File: src/rtl/stage_skid_buf.sv
// Two-entry skid buffer between pipeline stages: valid/ready handshake, branch flush, zero bubble when empty.
// Optional STAGE_SKID_BUF_PERF_EN builds a saturating downstream-stall counter; otherwise stall_cnt is tied to 0.
module stage_skid_buf #(
    parameter int DATA_W     = 16,
    parameter int NUM_FIELDS = 16,
    parameter int CNT_W      = 16,
    localparam int BUS_W     = DATA_W * NUM_FIELDS
) (
    input  logic             Clk,
    input  logic             Rst,
    input  logic             in_valid,
    output logic             in_ready,
    input  logic [BUS_W-1:0] in_data,
    input  logic             flush,
    output logic             out_valid,
    input  logic             out_ready,
    output logic [BUS_W-1:0] out_data,
    output logic [1:0]       occupancy,
    output logic [CNT_W-1:0] stall_cnt
);

    typedef enum logic [1:0] {
        ST_EMPTY = 2'd0,
        ST_ONE   = 2'd1,
        ST_FULL  = 2'd2
    } state_t;

    state_t           state_q, state_d;
    logic [BUS_W-1:0] main_q, main_d;
    logic [BUS_W-1:0] skid_q, skid_d;
    logic             acc_in, acc_out;

    always_ff @(posedge Clk) begin
        if (!Rst) begin
            state_q <= ST_EMPTY;
            main_q  <= '0;
            skid_q  <= '0;
        end else begin
            state_q <= state_d;
            main_q  <= main_d;
            skid_q  <= skid_d;
        end
    end

    // Ready depends only on held state and flush, so it never chains through upstream stages.
    assign acc_in  = in_valid & in_ready;
    assign acc_out = out_valid & out_ready;

    always_comb begin
        state_d = state_q;
        main_d  = main_q;
        skid_d  = skid_q;
        if (flush) begin
            state_d = ST_EMPTY;
        end else begin
            case (state_q)
                ST_EMPTY: begin
                    if (acc_in) begin
                        main_d  = in_data;
                        state_d = ST_ONE;
                    end
                end
                ST_ONE: begin
                    if (acc_in && acc_out) begin
                        main_d = in_data;
                    end else if (acc_in) begin
                        skid_d  = in_data;
                        state_d = ST_FULL;
                    end else if (acc_out) begin
                        state_d = ST_EMPTY;
                    end
                end
                ST_FULL: begin
                    if (acc_out) begin
                        main_d  = skid_q;
                        state_d = ST_ONE;
                    end
                end
                default: state_d = ST_EMPTY;
            endcase
        end
    end

    always_comb begin
        in_ready  = Rst & ~flush & (state_q != ST_FULL);
        out_valid = (state_q != ST_EMPTY);
        out_data  = out_valid ? main_q : '0;
        case (state_q)
            ST_ONE:  occupancy = 2'd1;
            ST_FULL: occupancy = 2'd2;
            default: occupancy = 2'd0;
        endcase
    end

`ifdef STAGE_SKID_BUF_PERF_EN
    logic [CNT_W-1:0] stall_q, stall_d;

    // Counts flush cycles too; only reset clears it.
    always_comb begin
        stall_d = stall_q;
        if (out_valid && !out_ready && !(&stall_q))
            stall_d = stall_q + 1'b1;
    end

    always_ff @(posedge Clk) begin
        if (!Rst) stall_q <= '0;
        else      stall_q <= stall_d;
    end

    assign stall_cnt = stall_q;
`else
    assign stall_cnt = '0;
`endif

endmodule

File: config.mk
export PLATFORM = sky130hd
export DESIGN_NAME = stage_skid_buf
export DESIGN_NICKNAME = d
export VERILOG_FILES = /design/src/rtl/stage_skid_buf.sv
export SDC_FILE = /design/constraint.sdc
export NUM_CORES = 1
export LEC_CHECK = 0
export ABC_AREA = 1
export ABC_CLOCK_PERIOD_IN_PS = 3700
export BUFFER_PORTS_ARGS = -buffer_cell sky130_fd_sc_hd__buf_2
export CORE_MARGIN = 2
export CORE_UTILIZATION = 30
export DETAILED_ROUTE_END_ITERATION = 8
export GPL_TIMING_DRIVEN = 0
export PLACE_DENSITY = 0.5
export SYNTH_ARGS = -nofsm -noshare
export SYNTH_HDL_FRONTEND = slang
export SYNTH_SLANG_ARGS = --single-unit
export TNS_END_PERCENT = 5
File: constraint.sdc
create_clock -name Clk -period 3.7 [get_ports Clk]
set_input_delay 0.555 -clock Clk [delete_from_list [all_inputs] [get_ports Clk]]
set_output_delay 0.555 -clock Clk [all_outputs]
set_load 0.01 [all_outputs]
==> results_dict.tcl <==
set metrics [dict create \
    hold_viol 0 \
    final_util 0.3776 \
    clk_path_buf_depth 3 \
    power.internal_mw 9.843 \
    hold_depth 3 \
    final_net_count 5029 \
    drt_iter0_drc 1134 \
    switchingPower_mw 3.282 \
    rsz0062_at_grt "false" \
    grt_max_degree 16 \
    ys_seq_elements 514 \
    regToRegSetupSlack_ns 0.96 \
    fin_area_mm2 0.03101 \
    setup_viol 0 \
    worstPathMaxFanout 10 \
    numCtsBuffers 61 \
    syn_area_per_cell_um2 5.973 \
    start_kind "flop" \
    yosysWarnings 0 \
    status "finished clean" \
    cts_sinks 514 \
    synthCells 4171 \
    fin_crit_sh 0.9019 \
    ir_drop_v 0.0002705 \
    place_congestion 0.8126 \
    vias 25210 \
    hold_end "skid_q[143]$_SDFFE_PN0P_" \
    r2r_cells 10 \
    synth_top_area_frac 0.4131 \
    synth_edf_count 0 \
    die-width_um 292.2 \
    syn2layout_area_growth_pct 24.47 \
    required_ns 3.14 \
    power_leakage_nw 15.08 \
    grt_overflow_total 0 \
    synth_most_common_cell "nor2_1" \
    cts.htree.levels 2 \
    antenna_found_initial 47 \
    pwr-share-comb 0.088 \
    async_flop_share 0 \
    ys_seq_area_frac 0.4131 \
    cts_tree "done" \
    ys.flop_type "dfxtp_1" \
    dp_cells 5775 \
    num_io_pins 537 \
    synth_area_leaders "dfxtp_1 (41%), nor2_1 (19%), nand2_1 (16%)" \
    instances_no_fill 5900 \
    tightest_slew_ns 1.096 \
    clock_power_share 0.473 \
    portBuffers 519 \
    clkLatencyLatePin_ns 0.62 \
    chipHeight_um 292.2 \
    report.final.slew_viol_count 0 \
    core_area_mm2 0.08211 \
    layout-drive-gt1-share 0.1556 \
    ys_top_cells_by_count "nor2_1 (1284), nand2_1 (1030), inv_1 (516), dfxtp_1 (514), nand3_1 (260)" \
    firstDrtPassIters 5 \
    cts_resized 4 \
    start_util 0.3034 \
    cts_hold_buf 0 \
    power_mw 13.12 \
    regToRegStartpoint "state_q[1]$_SDFFE_PP0P_" \
    synth.distinct_cells 19 \
    hp-class "in2reg" \
    grt_usage 0.1985 \
    cap_viol_max_count 0 \
    min_from "in_data[143]" \
    end_kind "primary output" \
    seqPwrFrac 0.439 \
    hold_slack_ns 0.1835 \
    num_rows 105 \
    drtAntennaViolNets 0 \
    min_period_ns 3.337 \
    via_per_inst 4.272 \
    synth_largest_area_cell "dfxtp_1" \
    detailedPlace.worstSlack_ns 0.2302 \
    relSlewSlack 0.2692 \
    wl_per_cell_um 14.80 \
    power.density_mw_per_mm2 423.3 \
    hpwl_mm 66.95 \
    dieArea_mm2 0.08536 \
    grt_pass1_wl_mm 132.6 \
    fin_tns_setup_ns 0 \
    worstPathArrival_ns 2.78 \
    drc 0 \
    grt_pass1_vias 23040 \
    fin_skew_ns 0.01748 \
    clkTransAtPathRegs_ns 0.06 \
    placed_area_mm2 0.02890 \
    cts_setup_buffers 0 \
    setup_slack_ns 0.3631 \
    drt_wl_total_mm 87.30 \
    r2r_end "main_q[246]$_SDFFE_PN0P_" \
    max_freq_mhz 299.7 \
    critPathKind "reg2out" \
    root_buffer "clkbuf_16" \
    synthesis.area_mm2 0.02491 \
    p_sw_frac 0.2500 \
]
sequential cells by signal, summed over array words and instances, names as in the netlist:
register  flops
main_q      256
skid_q      256
state_q       2
cell families after synthesis:
family | count (synthesis) | share of synthesized area
simple gates | 2579 | 0.4024
buf+inv | 818 | 0.1322
flops | 514 | 0.4131
compound gates | 259 | 0.05218
other cells | 1 | 0.0001505
how the worst max path moves through the flow:
stage                            start                       end  slack (ns)
2_1_floorplan                      Rst  main_q[180]$_SDFFE_PN0P_        1.70
3_3_place_gp   state_q[0]$_SDFFE_PP0P_              out_data[69]        0.20
3_5_place_dp   state_q[0]$_SDFFE_PP0P_              out_data[69]        0.23
4_1_cts        state_q[1]$_SDFFE_PP0P_              out_data[69]        0.17
5_1_grt        state_q[0]$_SDFFE_PP0P_              out_data[30]        0.12
6_report       state_q[1]$_SDFFE_PP0P_             out_data[165]        0.36
area by class of cell:
cell class / count / area, um2
Buffer: 297 / 1341
Multi-Input combinational cell: 2854 / 11390
Tap cell: 1070 / 1339
Clock buffer: 87 / 1764
Sequential cell: 514 / 10290
Inverter: 521 / 1956
Antenna cell: 11 / 27.53
Clock inverter: 27 / 304.0
Fill cell: 9465 / 51100
Timing Repair Buffer: 519 / 2597
power by group through the flow:
stage                     sequential (mW)  clock, mW  combinational (mW)
after floorplan                      5.86          0               0.746
after global placement               5.88          0                1.16
after detailed placement             5.88          0                1.17
after CTS                            5.76       6.44                1.17
after global routing                 5.77       6.63                1.34
final                                5.76       6.21                1.16
placed cells by master, fill, tap and decap left out, drive strengths merged, types with 3 or more instances in the layout:
cell type and n:
conb 16, clkbuf 212, o21ai 256, diode 11, nand3 260, nor2 1286, nand2 1031, bufinv 6
clkinv 16, inv 523, clkinvlp 3, dfxtp 514, buf 691
worst max-delay path, cell delays in order (launching register included):
cell	delay [ns]
dfxtp_1	0.36
nor2_2	0.40
clkbuf_2	0.55
clkbuf_1	0.51
nor2_1	0.16
buf_2	0.18
layer usage:
layer / track usage / part of all wire
met1: 0.2530 / 0.45
met2: 0.3365 / 0.47
met4: 0.05041 / 0.021
met3: 0.04567 / 0.061
met5: 0 / 0.0029
Note: power is estimated with default switching activity, not from simulation.
